### src/rtl/rx_lane_descrambler.sv
// Per-lane RX descrambler: COM lock FSM, 16-bit Galois LFSR keystream,
// consecutive-error loss-of-lock and a saturating error counter per lane.
module rx_lane_descrambler #(
  parameter int NUM_LANES  = 4,
  parameter int DATA_WIDTH = 8,
  parameter int ERR_LIMIT  = 4
) (
  input  logic                            clk_i,
  input  logic                            rst_i,
  input  logic [NUM_LANES-1:0]            lane_enable_i,
  input  logic                            scramble_dis_i,
  input  logic [NUM_LANES*DATA_WIDTH-1:0] sym_i,
  input  logic [NUM_LANES-1:0]            sym_is_k_i,
  input  logic [NUM_LANES-1:0]            sym_err_i,
  input  logic [NUM_LANES-1:0]            sym_valid_i,
  input  logic                            err_cnt_clr_i,
  output logic [NUM_LANES*DATA_WIDTH-1:0] data_o,
  output logic [NUM_LANES-1:0]            data_is_k_o,
  output logic [NUM_LANES-1:0]            data_err_o,
  output logic [NUM_LANES-1:0]            data_valid_o,
  output logic [NUM_LANES-1:0]            lane_locked_o,
  output logic [NUM_LANES*8-1:0]          lane_err_cnt_o
);

  typedef enum logic {UNLOCKED = 1'b0, LOCKED = 1'b1} state_t;

  localparam logic [3:0]  ERR_LIM  = 4'(ERR_LIMIT);
  localparam logic [15:0] LFSR_SEED = 16'hFFFF;

  for (genvar gi = 0; gi < NUM_LANES; gi++) begin : g_lane
    state_t                state_q, state_d;
    logic [15:0]           lfsr_q, lfsr_d, lfsr_adv, lfsr_walk;
    logic [7:0]            key;
    logic [3:0]            cons_q, cons_d, cons_inc;
    logic [7:0]            cnt_q, cnt_d;
    logic [DATA_WIDTH-1:0] sym, data_q, data_d;
    logic                  k_q, err_q, valid_q, valid_d;
    logic                  is_com, is_skp, en, v, k, err;

    assign sym    = sym_i[gi*DATA_WIDTH +: DATA_WIDTH];
    assign en     = lane_enable_i[gi];
    assign v      = sym_valid_i[gi];
    assign k      = sym_is_k_i[gi];
    assign err    = sym_err_i[gi];
    assign is_com = k && (sym == 8'hBC);
    assign is_skp = k && (sym == 8'h1C);
    assign cons_inc = cons_q + 4'd1;

    // Eight Galois steps per symbol; key bit b is the MSB before step b.
    always_comb begin
      lfsr_walk = lfsr_q;
      key       = '0;
      for (int b = 0; b < 8; b++) begin
        key[b]    = lfsr_walk[15];
        lfsr_walk = {lfsr_walk[14:0], 1'b0} ^ (lfsr_walk[15] ? 16'h0039 : 16'h0000);
      end
      lfsr_adv = lfsr_walk;
    end

    always_comb begin
      state_d = state_q;
      lfsr_d  = lfsr_q;
      cons_d  = cons_q;
      valid_d = 1'b0;
      data_d  = sym;
      if (!en) begin
        state_d = UNLOCKED;
        lfsr_d  = LFSR_SEED;
        cons_d  = '0;
      end else if (v) begin
        if (state_q == UNLOCKED) begin
          if (is_com && !err) begin
            state_d = LOCKED;
            lfsr_d  = LFSR_SEED;
            cons_d  = '0;
            valid_d = 1'b1;
          end
        end else begin
          valid_d = 1'b1;
          if (is_com && !err) lfsr_d = LFSR_SEED;
          else if (!is_skp)   lfsr_d = lfsr_adv;
          if (!k && !err && !scramble_dis_i) data_d = sym ^ key;
          if (err) begin
            if (cons_inc >= ERR_LIM) begin
              state_d = UNLOCKED;
              cons_d  = '0;
            end else begin
              cons_d = cons_inc;
            end
          end else begin
            cons_d = '0;
          end
        end
      end
    end

    always_comb begin
      cnt_d = cnt_q;
      if (err_cnt_clr_i)                          cnt_d = '0;
      else if (en && v && err && cnt_q != 8'hFF)  cnt_d = cnt_q + 8'd1;
    end

    always_ff @(posedge clk_i) begin
      if (!rst_i) begin
        state_q <= UNLOCKED;
        lfsr_q  <= LFSR_SEED;
        cons_q  <= '0;
        cnt_q   <= '0;
        data_q  <= '0;
        k_q     <= 1'b0;
        err_q   <= 1'b0;
        valid_q <= 1'b0;
      end else begin
        state_q <= state_d;
        lfsr_q  <= lfsr_d;
        cons_q  <= cons_d;
        cnt_q   <= cnt_d;
        data_q  <= data_d;
        k_q     <= k;
        err_q   <= err;
        valid_q <= valid_d;
      end
    end

    assign data_o[gi*DATA_WIDTH +: DATA_WIDTH] = data_q;
    assign data_is_k_o[gi]                     = k_q;
    assign data_err_o[gi]                      = err_q;
    assign data_valid_o[gi]                    = valid_q;
    assign lane_locked_o[gi]                   = (state_q == LOCKED);
    assign lane_err_cnt_o[gi*8 +: 8]           = cnt_q;
  end

endmodule

### config.mk
export PLATFORM = sky130hd
export DESIGN_NAME = rx_lane_descrambler
export DESIGN_NICKNAME = d
export VERILOG_FILES = /design/src/rtl/rx_lane_descrambler.sv
export SDC_FILE = /design/constraint.sdc
export NUM_CORES = 1
export LEC_CHECK = 0
export ABC_AREA = 1
export CAP_MARGIN = 20
export CORE_ASPECT_RATIO = 1.5
export CORE_MARGIN = 1.5
export CORE_UTILIZATION = 40
export DETAILED_ROUTE_END_ITERATION = 10
export GPL_ROUTABILITY_DRIVEN = 0
export HOLD_SLACK_MARGIN = 0.1
export SYNTH_ARGS = -nofsm -noshare
export SYNTH_HDL_FRONTEND = slang
export SYNTH_SLANG_ARGS = --single-unit
### constraint.sdc
create_clock -name clk_i -period 1.39 [get_ports clk_i]
set_clock_uncertainty 0.05 [all_clocks]
set_input_delay 0.139 -clock clk_i [delete_from_list [all_inputs] [get_ports clk_i]]
set_output_delay 0.139 -clock clk_i [all_outputs]
set_load 0.01 [all_outputs]
== After elaboration in Yosys (flattened, before gate mapping) ==
Cells that the tools add are included.
Cells by class
  $add $sub $neg: 8
  $lt $le $gt $ge: 4
  equal/unequal tests: 16
  mux-type cells: 100
  bitwise operators: 37
  reductions and logical operators: 62
Operators with widths (number)
  $xor A16 B6 Y16: 32
  $mux W16: 16
  $mux W6: 32
  $mux W8: 16
  $mux W4: 16
  $add A8 B1 Y8 const B: 4
  $eq A8 B5 Y1 const B: 4
  $eq A8 B8 Y1 const B: 4
  $logic_and A1 B1 Y1: 32
  $ne A8 B8 Y1 const B: 4
  $xor A8 B8 Y8: 4
  $reduce_and A3 Y1: 8
  $mux W1: 20
  $add A4 B1 Y4 const B: 4
  $ge A4 B3 Y1 const B: 4
  $reduce_and A2 Y1: 8
  $logic_not A1 Y1: 9
  $ne A2 B1 Y1 const B: 4
  $reduce_bool A2 Y1: 4
  $reduce_or A2 Y1: 1
  $not A1 Y1: 1
Word-level totals
  register bits after elaboration: 160
  input bits: 52
  word-level logic and storage cells: 259

== Longest topological paths before layout ==
  depth after elaboration: 19
  depth in mapped cells: 10
  gate-level depth less buffers: 10

== Least setup slack after synthesis ==
OpenSTA, ideal clock, no wires.
  path kind: reg2reg
  from: reg g_lane[2].cnt_q[0]
  to: reg g_lane[2].cnt_q[6]
  arrival time: 1440 ps
  required time: 1227 ps
  path slack: -213 ps
  cell stages (with the launch flop): 11
  period minus slack after synthesis: 1603 ps
  cell sequence: dfxtp_1 ha_1 nand3_1 nor2_1 nand2_1 nand2_1 clkinv_1 nand2_1 nand2_1 nand2_1 nor2_1
Between the ends
  cells in the longest elaborated chain, start to end: 2
  elaborated cells between the ends (all ways): 3
Ends and longest elaborated chain
  start, declared: line 35  | logic [7:0] cnt_q, cnt_d;
  start signal, assigned: line 117  | cnt_q <= cnt_d;
  parallel branches: the longest is 2 deep, another holds $add A8 B1 Y8
Parallel ways; which one is timed is not known.
A chain may end at the register's enable or synchronous reset.

== Worst setup path after layout ==
  from: reg g_lane[3].cnt_q[3]
  to: out lane_err_cnt_o[27]
RTL lines
  start, declared: line 35
  start signal, assigned: line 117
  end, declared: line 22  | output logic [NUM_LANES*8-1:0] lane_err_cnt_o
No word-level cell between the ends.

==> reports/qor.txt <==
Outcome - finished, final reports clean
CTS H-tree lvls - 4
Core Rows - 66
Worst path arrival time - 1.17 ns
RR Startpoint - g_lane[3].cnt_q[0]
Most frequent cells in the layout - nand2_1 (439), nand3_1 (195), buf_4 (168)
Slew @ Worst Pin - 0.445 ns
Max Cap Viol - 0
Worst setup startpoint - g_lane[3].cnt_q[3]
Grt met3 use - 5.55%
Min-delay worst type - input pin to flip-flop
Deepest clock path buffer count - 2
Synth Cell Area - 0.00883 sq mm
Unrepaired setup endpoints after global routing - true
Critical path endpoint category - output pin
Syn Area/Cell - 6.52 sq um
Clock Latency Late Sink - 0.43 ns
Clock sink count - 160
Pre-CTS setup slack - -0.395 ns
Cell area power density - 898 mW/mm^2
Root Driver - clkbuf_16
Crit share post-route - 98.0%
Final-layout fill cell count - 2090
Largest net degree at the start of global routing - 33
Slew headroom - 70.3%
Worst Reg-to-Reg Cells - 9
Dominant synthesized flop cell - dfxtp_1
DP HPWL - 19000 um
R2r setup slk - 0.05 ns
Final min period - 1.36 ns
Area delta synth->final - 42.2%
Die area - 0.0230 sq mm
Initial Utilization - 40.7%
Crit Path Class - flip-flop to output pin
# setup viols final - 0
Synthesized net count - 1416
R2R Path End - g_lane[3].cnt_q[3]
Final hold vios - 0
Ys Warns - 0
Max VDD drop - 0.000721 V
Seq/Total Area, Yosys - 36.3%
Routing usage on met1 - 24.5%
EDFF count, synth - 0
Total GRT Usage - 22.3%
WL final - 25300 um
Seq cells post-synth - 160
Final core occ - 57.8%
Most used routing layer - met2
Final net count - 1678
CP Capture Point - lane_err_cnt_o[27]
Vias in the first global route - 8932
Detailed Route Iter0 Violations - 539
Non-Filler Instances - 1903
GR Overflow Total - 0
Leakage power - 6.15 nW
First-pass GRT wire length - 42300 um
Share of the synthesized area in the top cell type - 36.3%
Initial antenna violation count - 1
TritonCTS clock tree - done
Ports - 132
Crit-path max FO - 5
Largest area contributor in the netlist - dfxtp_1
Core footprint - 0.0217 sq mm
Port bufs - 131
Start point of the worst hold path - sym_err_i[1]
Dpl cells - 1864
Worst-path clk slew - 0.07 ns
Number of vias per cell - 4.87
Die Y - 185 um
Post-route DRC - 0
Crit path launch type - flip-flop
Detail-routed net length per standard cell - 13.3 um
Most common cell after layout, fill and taps aside - nand2_1
Routed vias - 9272
Die Wd - 124 um
Setup ws final - 0.0280 ns
Fmax - 0.734 GHz
Top cells by area in the synthesized netlist - dfxtp_1 (36%), nand2_1 (19%), nand3_1 (11%)
Antenna-violating nets left - 0
M2 GR Usage - 41.6%
Share of cells above drive strength 1 - 19.9%
Synth async-reset ratio - 0%
Max-slew violations - 0
Post-synthesis cell type count - 36
Drt first pass iters - 5
Worst Path Required - 1.20 ns
Cell count after synthesis - 1356
CTS Buf Count - 17
==> stage by stage <==
step	hold slack (ns)	power, mW	cell area, sq um	setup TNS (ns)
3_5_place_dp	0.396	5.65	11600	-43.65
4_1_cts	0.248	11.4	12300	-0.0119
6_report	0.152	11.3	12600	0
5_1_grt	0.167	11.6	12600	-0.216
2_1_floorplan	0.182	5.07	8870	0
3_3_place_gp	0.391	5.65	11600	-42.69
==> per-layer routing <==
metal | routed length (um) | vias to the layer above | part of all wire [%]
met4 | 482 | 0 | 1.9
met5 | 0 | - | 0
met3 | 1440 | 28 | 5.7
met1 | 10500 | 4209 | 41
li1 | - | 4803 | -
met2 | 12900 | 232 | 51
==> final cells by class <==
cell class	instances	area (sq um)	share of cell area, %
multi-input cells	965	4870	38.8
flip-flops and latches	160	3230	25.8
repair buffers	316	2790	22.2
inverters	157	597	4.75
clock buffers	18	439	3.50
well taps	272	340	2.71
clock inverters	13	282	2.24
repair inverters	1	5.00	0.0398
diodes	1	2.50	0.0199
==> where the power goes <==
group          total, mW  switching (mW)  internal [mW]
combinational      0.862           0.428          0.434
clock               5.75            1.97           3.78
sequential          4.67          0.0203           4.65
==> logic make-up after synthesis <==
group / synth area share (%)
fa+ha+maj: 1.13
buf+inv: 11.2
xor+xnor: 5.06
simple gates: 43.5
flops: 36.3
compound gates: 2.80
==> worst min path at each step <==
stage	end	cells past startpoint
2_1_floorplan	g_lane[0].err_q	2
3_3_place_gp	g_lane[1].cons_q[3]	2
3_5_place_dp	g_lane[2].cons_q[3]	2
4_1_cts	g_lane[3].data_q[6]	3
5_1_grt	g_lane[1].err_q	4
6_report	g_lane[1].err_q	4
==> state kept, by name (all words and copies together), names as in the netlist <==
register        count
g_lane.cnt_q       32
g_lane.cons_q      16
g_lane.err_q        4
g_lane.state_q      4
g_lane.lfsr_q      64
g_lane.data_q      32
g_lane.k_q          4
g_lane.valid_q      4
==> Yosys cell counts, types with 6 or more instances <==
| library cell | instances |
|---|---|
| nor3_1 | 34 |
| xnor2_1 | 40 |
| dfxtp_1 | 160 |
| o21ai_0 | 16 |
| buf_4 | 19 |
| nand2_1 | 447 |
| inv_1 | 148 |
| a21oi_1 | 25 |
| nand3b_1 | 13 |
| nand4_1 | 40 |
| ha_1 | 8 |
| nand3_2 | 6 |
| nor2_2 | 9 |
| buf_2 | 17 |
| nand3_1 | 199 |
| clkbuf_1 | 33 |
| xor2_1 | 11 |
| nor2_1 | 92 |
==> repair_timing <==
| item | CTS | global route |
|---|---|---|
| hold buffers | 0 | 1 |
| pin swaps | 5 | 11 |
| cloned | 1 | 1 |
| setup endpoints to repair | 90 | 81 |
| setup buffers | 2 | 2 |
| gates resized for setup | 104 | 84 |
| hold endpoints to repair | 0 | 1 |
==> worst max-delay path: stages, from the launching register on <==
cell and delay (ns):
dfxtp_2 0.32, buf_4 0.15, dlygate4sd2_1 0.28
No activity file was read; power rests on OpenSTA's default activity.
